==> src/rtl/lmsm_pkg.sv <==
// lmsm_pkg: shared FSM state type and register-file geometry for the LM/SM sequencer.
package lmsm_pkg;

    localparam int NUM_REGS  = 8;
    localparam int REG_IDX_W = 3;

    typedef enum logic [1:0] {
        IDLE = 2'd0,
        XFER = 2'd1,
        DONE = 2'd2
    } state_t;

endpackage

==> src/rtl/pri_enc8.sv <==
// pri_enc8: lowest-set-bit encoder giving index, one-hot of that bit and an any-set flag.
module pri_enc8
    import lmsm_pkg::*;
(
    input  logic [NUM_REGS-1:0]  bits,
    output logic [REG_IDX_W-1:0] idx,
    output logic [NUM_REGS-1:0]  onehot,
    output logic                 any
);

    assign onehot = bits & (~bits + NUM_REGS'(1));
    assign any    = |bits;

    // Scan high to low so the lowest set bit wins.
    always_comb begin
        idx = '0;
        for (int i = NUM_REGS - 1; i >= 0; i--)
            if (bits[i]) idx = REG_IDX_W'(i);
    end

endmodule

==> src/rtl/lmsm_sequencer.sv <==
// lmsm_sequencer: issues one register/memory transfer per accepted cycle for LM/SM.
// Define LMSM_ADDR_ERR_EN to add the addr_err port flagging address wrap-around.
module lmsm_sequencer
    import lmsm_pkg::*;
#(
    parameter int ADDR_W    = 16,
    parameter int ADDR_STEP = 1
) (
    input  logic                 clk,
    input  logic                 rst,
    input  logic                 start,
    input  logic                 is_lm,
    input  logic [NUM_REGS-1:0]  mask,
    input  logic [ADDR_W-1:0]    base_addr,
    input  logic                 ready,
    output logic                 busy,
    output logic                 stall,
    output logic                 xfer_valid,
    output logic [REG_IDX_W-1:0] rf_addr,
    output logic                 rf_we,
    output logic [ADDR_W-1:0]    mem_addr,
    output logic                 mem_we,
    output logic                 done
`ifdef LMSM_ADDR_ERR_EN
    ,
    output logic                 addr_err
`endif
);

    state_t                state, state_nx;
    logic [NUM_REGS-1:0]   pending, pend_nx, low_bit;
    logic [REG_IDX_W-1:0]  idx;
    logic [ADDR_W-1:0]     cur_addr, addr_nx;
    logic                  op_lm, any, launch, take;

    pri_enc8 u_enc (
        .bits   (pending),
        .idx    (idx),
        .onehot (low_bit),
        .any    (any)
    );

    assign launch     = (state == IDLE) & start;
    assign xfer_valid = (state == XFER) & any;
    assign take       = xfer_valid & ready;
    assign pend_nx    = pending & ~low_bit;
    assign busy       = state != IDLE;
    assign stall      = busy;
    assign done       = state == DONE;
    assign rf_addr    = xfer_valid ? idx : '0;
    assign mem_addr   = xfer_valid ? cur_addr : '0;
    assign rf_we      = take & op_lm;
    assign mem_we     = take & ~op_lm;

    always_ff @(posedge clk)
        state <= rst ? IDLE : state_nx;

    always_comb begin
        state_nx = IDLE;
        if (state == IDLE)
            state_nx = start ? ((mask != '0) ? XFER : DONE) : IDLE;
        else if (state == XFER)
            state_nx = (take && pend_nx == '0) ? DONE : XFER;
    end

    always_ff @(posedge clk) begin
        if (rst) begin
            pending  <= '0;
            cur_addr <= '0;
            op_lm    <= 1'b0;
        end else if (launch) begin
            pending  <= mask;
            cur_addr <= base_addr;
            op_lm    <= is_lm;
        end else if (take) begin
            pending  <= pend_nx;
            cur_addr <= addr_nx;
        end
    end

`ifdef LMSM_ADDR_ERR_EN
    logic wrap, err_flag;

    assign {wrap, addr_nx} = {1'b0, cur_addr} + (ADDR_W + 1)'(ADDR_STEP);
    assign addr_err        = err_flag & done;

    // Sticky across the whole sequence, reported only with the done pulse.
    always_ff @(posedge clk) begin
        if (rst || launch)
            err_flag <= 1'b0;
        else if (take && wrap)
            err_flag <= 1'b1;
    end
`else
    assign addr_nx = cur_addr + ADDR_W'(ADDR_STEP);
`endif

endmodule

==> config.mk <==
export PLATFORM = sky130hd
export DESIGN_NAME = lmsm_sequencer
export DESIGN_NICKNAME = d
export VERILOG_FILES = /design/src/rtl/lmsm_pkg.sv /design/src/rtl/pri_enc8.sv /design/src/rtl/lmsm_sequencer.sv
export SDC_FILE = /design/constraint.sdc
export NUM_CORES = 1
export LEC_CHECK = 0
export CORE_AREA = 5 5 47 90
export DETAILED_ROUTE_END_ITERATION = 7
export DIE_AREA = 0 0 52 95
export GPL_TIMING_DRIVEN = 0
export PLACE_DENSITY = 0.79
export SKIP_LAST_GASP = 1
export SLEW_MARGIN = 0
export SYNTH_ARGS = -nofsm -noshare
export SYNTH_HDL_FRONTEND = slang
export SYNTH_SLANG_ARGS = --single-unit
export TNS_END_PERCENT = 20
==> constraint.sdc <==
create_clock -name clk -period 3.8 [get_ports clk]
set_input_delay 0.76 -clock clk [delete_from_list [all_inputs] [get_ports clk]]
set_output_delay 0.76 -clock clk [all_outputs]
set_load 0.02 [all_outputs]
==> results.cfg <==
[layout]
final_cells = 310
multi_input_area_sq_um = 984.7
synthToLayoutAreaGrowth_pct = 39.10
final_nets = 292
register_area_sq_um = 540.5
fill_cells = 308
n_antenna_cell = 0
final_layout_size_suffix_gt1_share_pct = 5.747

[setup_path]
cp.required_ns = 3.04
worstRegToRegCells = 5
cp-end-kind = primary output
r2r_end = pending[7]$_SDFFE_PP0P_
arrival_ns = 2.70
cp-start-kind = input port
regToRegStartpoint = pending[0]$_SDFFE_PP0P_
crit_type = input port to primary output
r2r_slack_ns = 1.73
cp-startpoint = ready
cp_max_fo = 10

[global_routing]
busiest_layer = met2
globalRouteMet2Util_pct = 30.78
grt_use_met1_pct = 22.49
grt_max_degree = 17
grt.total_usage_pct = 18.05
met3_usage_pct = 3.318
grt_pass1_vias = 1595
antenna_found_initial = 0
grt_pass1_wl_mm = 6.996
grt-ovfl-total = 0

[logic_synthesis]
netlist_area_sq_um = 1613
ys_types = 38
yosys_warnings = 0
async_flop_share_pct = 0
synth.most_common_cell = dfxtp_1
synth_cells = 205
netlist.area_leader.share_pct = 33.51
synthTopCellsByArea = dfxtp_1 (34%), a211oi_1 (8.4%), and2_1 (6.6%), xor2_1 (5.4%), nor2_1 (5.1%)
post-synth-top-area-cell = dfxtp_1
synth_ff_type = dfxtp_1
ys_top_cells_by_count = dfxtp_1 (27), nor2_1 (22), nand2_1 (21)
syn_nets = 235
ys_seq_area_share_pct = 33.51
synth.avg_cell_area_sq_um = 7.867
synth_edf_count = 0
ys_seq_elements = 27

[status]
status = completed

[route]
drtIter0Drc = 33
drt-total-wl_mm = 4.218
route.detailed.drc = 0
dr.pass1.iters = 4
vias_per_cell = 5.397
route.detailed.wl_per_inst_um = 13.61
ant_nets = 0
vias = 1673

[clock_network]
cts_setup_buffers = 0
path_clk_slew_ns = 0.09
cts_tree = done
cts_root_buf = clkbuf_8
cts.sinks = 27
cts_resized = 0
clock_latency_ns = 0.27
cts_made_buffers = 3
clock_path_buffers = 2
holdBufCountCts = 0
htreeDepth = 1

[power]
p_leak_nw = 0.7796
total_power_w = 0.0007167
power.density_nw_per_um2 = 319.5
ir_drop_v = 0.0002836

[timing]
fin_setup_tns_ns = 0
final.setup_skew_ns = 0.009058
fin_crit_ns = 3.458
max_slew_margin_pct = 56.98
hold_viol_final = 0
fin_crit_sh_pct = 91.01
max_slew.worst_pin.slew_ns = 0.6453
rsz0062_at_grt = false
max_freq_mhz = 289.1
setup_viol = 0
worst_slack_ns = 0.3416
drv_slew = 0

[placed_design]
globalplace.congestion = 0.8602
place_ws_ns = 0.3286
port_buffers = 52
dpl.cell_count = 306
dpl.hpwl_mm = 3.194

[floorplanning]
placementRows = 31
fp.dieH_um = 95
start_util_pct = 45.69
die-area_sq_um = 4940
die_w_um = 52
core-area_sq_um = 3530
ios = 54

[worst_hold_path]
hold_end = op_lm$_SDFFE_PP0P_
hold_path.class = flip-flop to flip-flop
hold_start = op_lm$_SDFFE_PP0P_
whs_path_depth = 2

[flow_run]
maxCapViolCount = 0
[critical path, stage by stage]
cell	delay [ns]
clkdlybuf4s50_1	0.46
nand3b_1	0.11
clkbuf_1	0.23
a21oi_1	0.35
nor2b_1	0.18
clkdlybuf4s50_1	0.61
[report_power, final]
part / internal [W] / switching [W]
Combinational: 0.000103 / 0.000112
Sequential: 0.000308 / 0.0000286
Clock: 0.0000743 / 0.0000906
Total: 0.000485 / 0.000231
[area by class of cell]
class	count	share of cell area (%)
Sequential cell	27	24.09
Multi-Input combinational cell	157	43.89
Tap cell	49	2.733
Inverter	6	1.004
Clock inverter	1	0.3346
Clock buffer	3	1.840
Buffer	15	2.900
Timing Repair Buffer	52	23.20
[per-stage QoR]
| step | util, % | hold WS, ns | cell area, sq um |
|---|---|---|---|
| final | 63.56 | 0.4682 | 2243 |
| after global routing | 63.56 | 0.5023 | 2243 |
| after CTS | 63.56 | 0.4756 | 2243 |
| after detailed placement | 62.18 | 0.4625 | 2195 |
| after global placement | 62.18 | 0.4595 | 2195 |
| after floorplan | - | 0.4451 | 1613 |
[layer usage]
layer | vias to the layer above | share of wire [%]
li1 | 841 | -
met1 | 776 | 43
met2 | 52 | 49
met3 | 4 | 7.1
met4 | 0 | 1.0
met5 | - | 0
[layout by cell type, fill, tap and decap left out, types with 2 or more instances in the layout]
master | netlist | routed
nand4_1 | 4 | 4
o211ai_1 | 3 | 3
nor3_1 | 5 | 5
clkbuf_1 | 9 | 9
a211oi_2 | 2 | 2
xnor2_1 | 4 | 4
nand3_1 | 7 | 7
nor2_1 | 22 | 22
a21oi_1 | 13 | 13
nor4_2 | 2 | 2
clkbuf_8 | 0 | 3
or4_1 | 2 | 2
and3_1 | 2 | 2
buf_2 | 3 | 3
clkdlybuf4s50_1 | 0 | 52
mux2i_1 | 2 | 2
xor2_1 | 10 | 10
and2_1 | 17 | 17
inv_1 | 6 | 6
a211oi_1 | 18 | 18
dfxtp_1 | 27 | 27
nand3b_1 | 3 | 3
o311ai_0 | 2 | 2
nand2_1 | 21 | 21
and4_1 | 2 | 2
nor3b_1 | 2 | 2
nor4_1 | 4 | 4
[worst max-delay path by stage]
stage / to / slack, ns / cells past startpoint
after floorplan: mem_addr[10] / 1.32 / 5
after CTS: mem_we / 0.33 / 6
after detailed placement: mem_we / 0.33 / 6
final: mem_we / 0.34 / 6
after global routing: mem_addr[14] / 0.11 / 6
after global placement: mem_we / 0.32 / 6
[cells by family (layout without fill, tap and decap cells)]
kind of cell               after synthesis  after routing  synth area share, %
buffers and inverters                   21             77                5.430
xor gates and xnor gates                14             14                7.602
AOI/OAI and AO/OA                       44             44                20.17
adders and majority gates                1              1               0.7757
DFF                                     27             27                33.51
and+or+nand+nor                         96             96                31.26
muxes                                    2              2                1.241
[flip-flops by register name (all words and copies together), names as in the netlist]
register and flops:
cur_addr 16, op_lm 1, pending 8, state 2
Power figures use the tool's default switching activity.
